===== config.mk =====
export PLATFORM = sky130hd
export DESIGN_NAME = nanop_core
export DESIGN_NICKNAME = d
export VERILOG_FILES = /design/src/rtl/nanop_core.sv
export SDC_FILE = /design/constraint.sdc
export NUM_CORES = 1
export LEC_CHECK = 0
export ABC_AREA = 1
export BUFFER_PORTS_ARGS = -buffer_cell sky130_fd_sc_hd__buf_2
export CAP_MARGIN = 30
export CORE_MARGIN = 4
export CORE_UTILIZATION = 40
export CTS_BUF_LIST = sky130_fd_sc_hd__clkbuf_8
export DETAILED_ROUTE_END_ITERATION = 10
export SETUP_SLACK_MARGIN = 0.02
export SYNTH_ARGS = -nofsm -noshare
export SYNTH_HDL_FRONTEND = slang
export SYNTH_SLANG_ARGS = --single-unit

===== constraint.sdc =====
create_clock -name clk_i -period 3.6 [get_ports clk_i]
set_input_delay 0.54 -clock clk_i [delete_from_list [all_inputs] [get_ports clk_i]]
set_output_delay 0.54 -clock clk_i [all_outputs]
set_load 0.02 [all_outputs]

===== src/rtl/nanop_core.sv =====
// Accumulator micro-CPU: two-word instructions (opcode, operand address) run through
// a FETCH_I / FETCH_A / EXEC sequence over a single ready-handshaked memory port.
module nanop_core #(
  parameter int DW = 8,
  parameter int AW = 8
) (
  input  logic          clk_i,
  input  logic          reset_i,
  output logic [AW-1:0] mem_addr_o,
  input  logic [DW-1:0] mem_rdata_i,
  output logic [DW-1:0] mem_wdata_o,
  output logic          mem_rd_o,
  output logic          mem_wr_o,
  input  logic          mem_ready_i,
  output logic [DW-1:0] out_data_o,
  output logic          out_valid_o
);

  typedef enum logic [1:0] {FETCH_I, FETCH_A, EXEC} state_t;

  typedef enum logic [3:0] {
    OP_NOP = 4'd0, OP_XOR = 4'd1, OP_AND = 4'd2, OP_OR  = 4'd3,
    OP_ADD = 4'd4, OP_ADC = 4'd5, OP_SUB = 4'd6, OP_SBC = 4'd7,
    OP_ROL = 4'd8, OP_ROR = 4'd9, OP_LDA = 4'd10, OP_STA = 4'd11,
    OP_OUT = 4'd12, OP_JMP = 4'd13, OP_JNC = 4'd14, OP_JNZ = 4'd15
  } op_t;

  state_t        state_q;
  op_t           ir_q;
  logic [AW-1:0] pc_q;
  logic [AW-1:0] ar_q;
  logic [DW-1:0] acc_q;
  logic          c_q;
  logic          z_q;
  logic [AW-1:0] mem_addr_q;
  logic [DW-1:0] mem_wdata_q;
  logic          mem_rd_q;
  logic          mem_wr_q;
  logic [DW-1:0] out_data_q;
  logic          out_valid_q;

  logic [DW-1:0] acc_d;
  logic          c_d;
  logic          z_d;
  logic          acc_we;
  logic [DW:0]   sum_w;
  logic [DW:0]   diff_w;
  logic          cin_w;
  logic          bin_w;
  logic          take_w;
  logic          exec_done_w;
  logic [AW-1:0] pc_inc_w;
  logic [AW-1:0] pc_exec_w;

  // Instructions whose EXEC step touches memory (read operand or store).
  function automatic logic is_mem_op(input op_t op);
    case (op)
      OP_XOR, OP_AND, OP_OR, OP_ADD, OP_ADC, OP_SUB, OP_SBC, OP_LDA, OP_STA:
        is_mem_op = 1'b1;
      default:
        is_mem_op = 1'b0;
    endcase
  endfunction

  assign cin_w  = (ir_q == OP_ADC) ? c_q : 1'b0;
  assign bin_w  = (ir_q == OP_SBC) ? c_q : 1'b0;
  assign sum_w  = {1'b0, acc_q} + {1'b0, mem_rdata_i} + {{DW{1'b0}}, cin_w};
  // Bit DW of the widened difference is the borrow out.
  assign diff_w = {1'b0, acc_q} - {1'b0, mem_rdata_i} - {{DW{1'b0}}, bin_w};

  assign take_w = (ir_q == OP_JMP) ||
                  ((ir_q == OP_JNC) && !c_q) ||
                  ((ir_q == OP_JNZ) && !z_q);

  assign pc_inc_w    = pc_q + AW'(1);
  assign pc_exec_w   = take_w ? ar_q : pc_q;
  assign exec_done_w = !is_mem_op(ir_q) || mem_ready_i;

  always_comb begin
    acc_d  = acc_q;
    c_d    = c_q;
    acc_we = 1'b0;
    case (ir_q)
      OP_XOR: begin acc_d = acc_q ^ mem_rdata_i; acc_we = 1'b1; end
      OP_AND: begin acc_d = acc_q & mem_rdata_i; acc_we = 1'b1; end
      OP_OR:  begin acc_d = acc_q | mem_rdata_i; acc_we = 1'b1; end
      OP_LDA: begin acc_d = mem_rdata_i;         acc_we = 1'b1; end
      OP_ADD, OP_ADC: begin
        {c_d, acc_d} = sum_w;
        acc_we = 1'b1;
      end
      OP_SUB, OP_SBC: begin
        {c_d, acc_d} = diff_w;
        acc_we = 1'b1;
      end
      OP_ROL: begin
        acc_d  = {acc_q[DW-2:0], c_q};
        c_d    = acc_q[DW-1];
        acc_we = 1'b1;
      end
      OP_ROR: begin
        acc_d  = {c_q, acc_q[DW-1:1]};
        c_d    = acc_q[0];
        acc_we = 1'b1;
      end
      default: begin
        acc_d  = acc_q;
        c_d    = c_q;
        acc_we = 1'b0;
      end
    endcase
    z_d = acc_we ? (acc_d == '0) : z_q;
  end

  always_ff @(posedge clk_i or posedge reset_i) begin
    if (reset_i) begin
      state_q     <= FETCH_I;
      ir_q        <= OP_NOP;
      pc_q        <= '0;
      ar_q        <= '0;
      acc_q       <= '0;
      c_q         <= 1'b0;
      z_q         <= 1'b0;
      mem_addr_q  <= '0;
      mem_wdata_q <= '0;
      mem_rd_q    <= 1'b0;
      mem_wr_q    <= 1'b0;
      out_data_q  <= '0;
      out_valid_q <= 1'b0;
    end else begin
      out_valid_q <= 1'b0;
      case (state_q)
        FETCH_I: begin
          // The first cycle out of reset only raises the opcode read.
          if (!mem_rd_q) begin
            mem_rd_q   <= 1'b1;
            mem_addr_q <= pc_q;
          end else if (mem_ready_i) begin
            ir_q       <= op_t'(mem_rdata_i[3:0]);
            pc_q       <= pc_inc_w;
            mem_addr_q <= pc_inc_w;
            state_q    <= FETCH_A;
          end
        end
        FETCH_A: begin
          if (mem_ready_i) begin
            ar_q    <= mem_rdata_i[AW-1:0];
            pc_q    <= pc_inc_w;
            state_q <= EXEC;
            if (is_mem_op(ir_q)) begin
              mem_addr_q  <= mem_rdata_i[AW-1:0];
              mem_rd_q    <= (ir_q != OP_STA);
              mem_wr_q    <= (ir_q == OP_STA);
              mem_wdata_q <= acc_q;
            end else begin
              mem_rd_q <= 1'b0;
            end
          end
        end
        EXEC: begin
          if (exec_done_w) begin
            acc_q <= acc_d;
            c_q   <= c_d;
            z_q   <= z_d;
            if (ir_q == OP_OUT) begin
              out_data_q  <= acc_q;
              out_valid_q <= 1'b1;
            end
            pc_q       <= pc_exec_w;
            mem_addr_q <= pc_exec_w;
            mem_rd_q   <= 1'b1;
            mem_wr_q   <= 1'b0;
            state_q    <= FETCH_I;
          end
        end
        default: begin
          state_q  <= FETCH_I;
          mem_rd_q <= 1'b0;
          mem_wr_q <= 1'b0;
        end
      endcase
    end
  end

  assign mem_addr_o  = mem_addr_q;
  assign mem_wdata_o = mem_wdata_q;
  assign mem_rd_o    = mem_rd_q;
  assign mem_wr_o    = mem_wr_q;
  assign out_data_o  = out_data_q;
  assign out_valid_o = out_valid_q;

endmodule


==> impl_metrics.toml <==
[cts]
cts_resized = 0
insertion_delay_ns = 0.35
cts_root_buf = "clkbuf_8"
htreeDepth = 3
clk_path_buf_depth = 2
postCtsSetupRepairBufs = 0
clkTransAtPathRegs_ns = 0.09
postCtsHoldBufs = 0
cts_buffers = 9
cts.sinks = 59
cts_tree = "yes"

[sta]
relSlewSlack_pct = 44.5
finalCritPeriodShare_pct = 84.2
worstMarginPinSlew_ns = 0.832
fin_crit_ns = 3.03
rsz0062_at_grt = "no"
hold_ws_ns = 0.350
setup_viol = 0
report.final.slew_viol_count = 0
finalHoldViolCount = 0
finalClockSkew_ns = 0.0162
setup_tns_ns = 0
clock.fmax_mhz = 330

[route]
drcViolationCount = 0
wl_um = 13100
wire_per_inst_um = 15.5
avgViaCountPerCell = 5.14
num_vias = 4362
drt_iter0_drc = 323
drt-pass1-iter-count = 5
ant_nets = 0

[final_layout]
area_growth_pct = 10.4
final_net_count = 750
insertedDiodeCount = 0
nFillCells = 1195
layout-drive-gt1-share_pct = 11.5

[critical_path]
critPathKind = "reg -> reg"
cp.required_ns = 3.88
r2r.worst_path.cells = 15
setup.worst_path.end = "z_q"
arrival_ns = 3.31
critPathCaptureType = "flop"
worstReg2RegEnd = "z_q"
critPathLaunch = "ir_q[2]"
timing.reg2reg.setup_slack_ns = 0.57
cp-start-kind = "flop"
crit-reg2reg-launch = "ir_q[2]"
crit_fanout = 9

[global_routing]
grt_pass1_wl_um = 21300
grt_pass1_vias = 4164
grt_max_degree = 40
gr-total-overflow = 0
grt.total_usage_pct = 20.3
antenna_found_initial = 0

[power]
p_leak_uw = 0.00267
switching_share_pct = 53.1
p_clk_share_pct = 13.8
pwr-share-comb_pct = 61.5
p_per_area_nw_per_um2 = 1010
p_switching_uw = 2740
vdd_drop_max_uv = 449
intPower_uw = 2420
report.power.total_uw = 5160
seqPwrFrac_pct = 24.7

[status]
outcome = "finished, final reports clean"

[yosys]
synth_edf_count = 0
synth.most_common_cell = "nand2_1"
syn_avg_cell_area_um2 = 6.95
async_flop_share_pct = 100
netlist_instances = 668
yosysWarningCount = 0
synth_top_area_share_pct = 31.8
ys_seq_area_share_pct = 31.8
synth_top_cell_by_area = "dfrtp_1"
synth_fp_nets = 718
synthFlopType = "dfrtp_1"
ys_seq_elements = 59
ys_types = 33
synth_common_cells = "185 x nand2_1, 88 x inv_1, 61 x o21ai_0"
syn-cell-area_um2 = 4640
yosys-top-cells-area = "dfrtp_1 32%, nand2_1 15%, ha_1 9.4%, inv_1 7.1%, o21ai_0 6.6%"

[die]
dieHeight_um = 116
dieArea_um2 = 13400
rows = 39
start_util_pct = 40.8
ios = 38
coreArea_um2 = 11400
die_w_um = 116

[place]
routabilityCongestion = 0.941
portBuffers = 37
place_hpwl_um = 10200

[min_path]
hp-class = "in -> async"

[flow_run]
maxCapViolCount = 0
-- state kept, by name, summed over array words and instances, names as in the netlist, 2 cells and up --
signal	count
acc_q	8
ar_q	8
mem_addr_o	8
mem_wdata_o	8
out_data_o	8
pc_q	8
ir_q	4
state_q	2
-- routing by layer --
metal  wire length (µm)  share of wire [%]  global-route usage, %
met4                281                2.1                   6.11
met5                  0                  0                      0
met2               6020                 46                   33.4
met3                528                4.0                   3.34
met1               6300                 48                   27.5
-- power by group through the flow --
stage	combinational (µW)	clock (µW)	sequential, µW
floorplan	2350	0	1320
global placement	3120	0	1260
detailed placement	3150	0	1280
CTS	3160	719	1270
global route	3600	753	1320
finish	3170	712	1270
-- worst max-delay path, stage by stage, from the launching register on --
cell and delay [ns]:
dfrtp_1 0.61, nand2_1 0.22, inv_1 0.11, nand3_1 0.10, fa_1 0.44, fa_1 0.44, or2_2 0.31, nand3_1 0.07
o21ai_0 0.07, nor2_1 0.10, nand2_1 0.07, nor2_1 0.11, nand2_1 0.07, nor2_1 0.11, nand3_1 0.08, nand2_1 0.07
-- worst min path at each step --
stage	startpoint	end	slack (ns)	cells after the start
detailed placement	mem_wdata_o[3]	mem_wdata_o[3]	0.47	2
global route	reset_i	ar_q[5]	0.41	2
floorplan	ar_q[0]	ar_q[0]	0.45	2
global placement	ar_q[4]	ar_q[4]	0.46	2
CTS	reset_i	mem_wdata_o[6]	0.37	2
finish	reset_i	mem_wdata_o[6]	0.35	2
-- layout make-up --
type                            instances  area (µm²)  area share (%)
Sequential cell                        59        1480            28.8
Timing Repair Buffer                   38         193            3.76
Clock inverter                          7         100            1.95
Inverter                               94         353            6.88
Multi-Input combinational cell        498        2700            52.7
Clock buffer                            9         124            2.42
Tap cell                              143         179            3.49
-- logic make-up after synthesis --
family                     Yosys count  synth area share [%]
DFF                                 59                  31.8
and+or+nand+nor                    329                  31.0
AOI/OAI and AO/OA                  122                  14.5
buffers and inverters              111                  10.0
adders and majority gates           39                  11.2
xor gates and xnor gates             8                  1.51
-- cell usage in the layout, fill, tap and decap left out, types with 2 or more instances in the layout --
cell       instances
nand2_4            2
o21ai_2            2
o211ai_1           2
nor3_4             2
nand2_1          185
ha_1              35
bufinv_16          2
clkbuf_8           9
a21oi_1           26
nand2_2            3
nand3_1           56
buf_2             37
nor3_1             4
nand3b_1           5
inv_1             87
xor2_1             8
nor2_2             5
o21ai_0           61
a31oi_1           16
o21ai_1            5
nor2_1            56
clkinv_4           3
nand4_1            6
dfrtp_1           59
o22ai_1            7
fa_1               4
or2_2              2
inv_2              7
-- stage by stage --
stage                     cell area, µm²  utilization, %  std cells  setup slack, ns
after floorplan                     4640               -        668            0.952
after global placement              4900            43.1        832            0.671
after detailed placement            4900            43.1        832            0.602
after CTS                           5120            45.1        848            0.582
after global routing                5120            45.1        848            0.294
final                               5120            45.1        848            0.571
No activity file was read; power rests on OpenSTA's default activity.
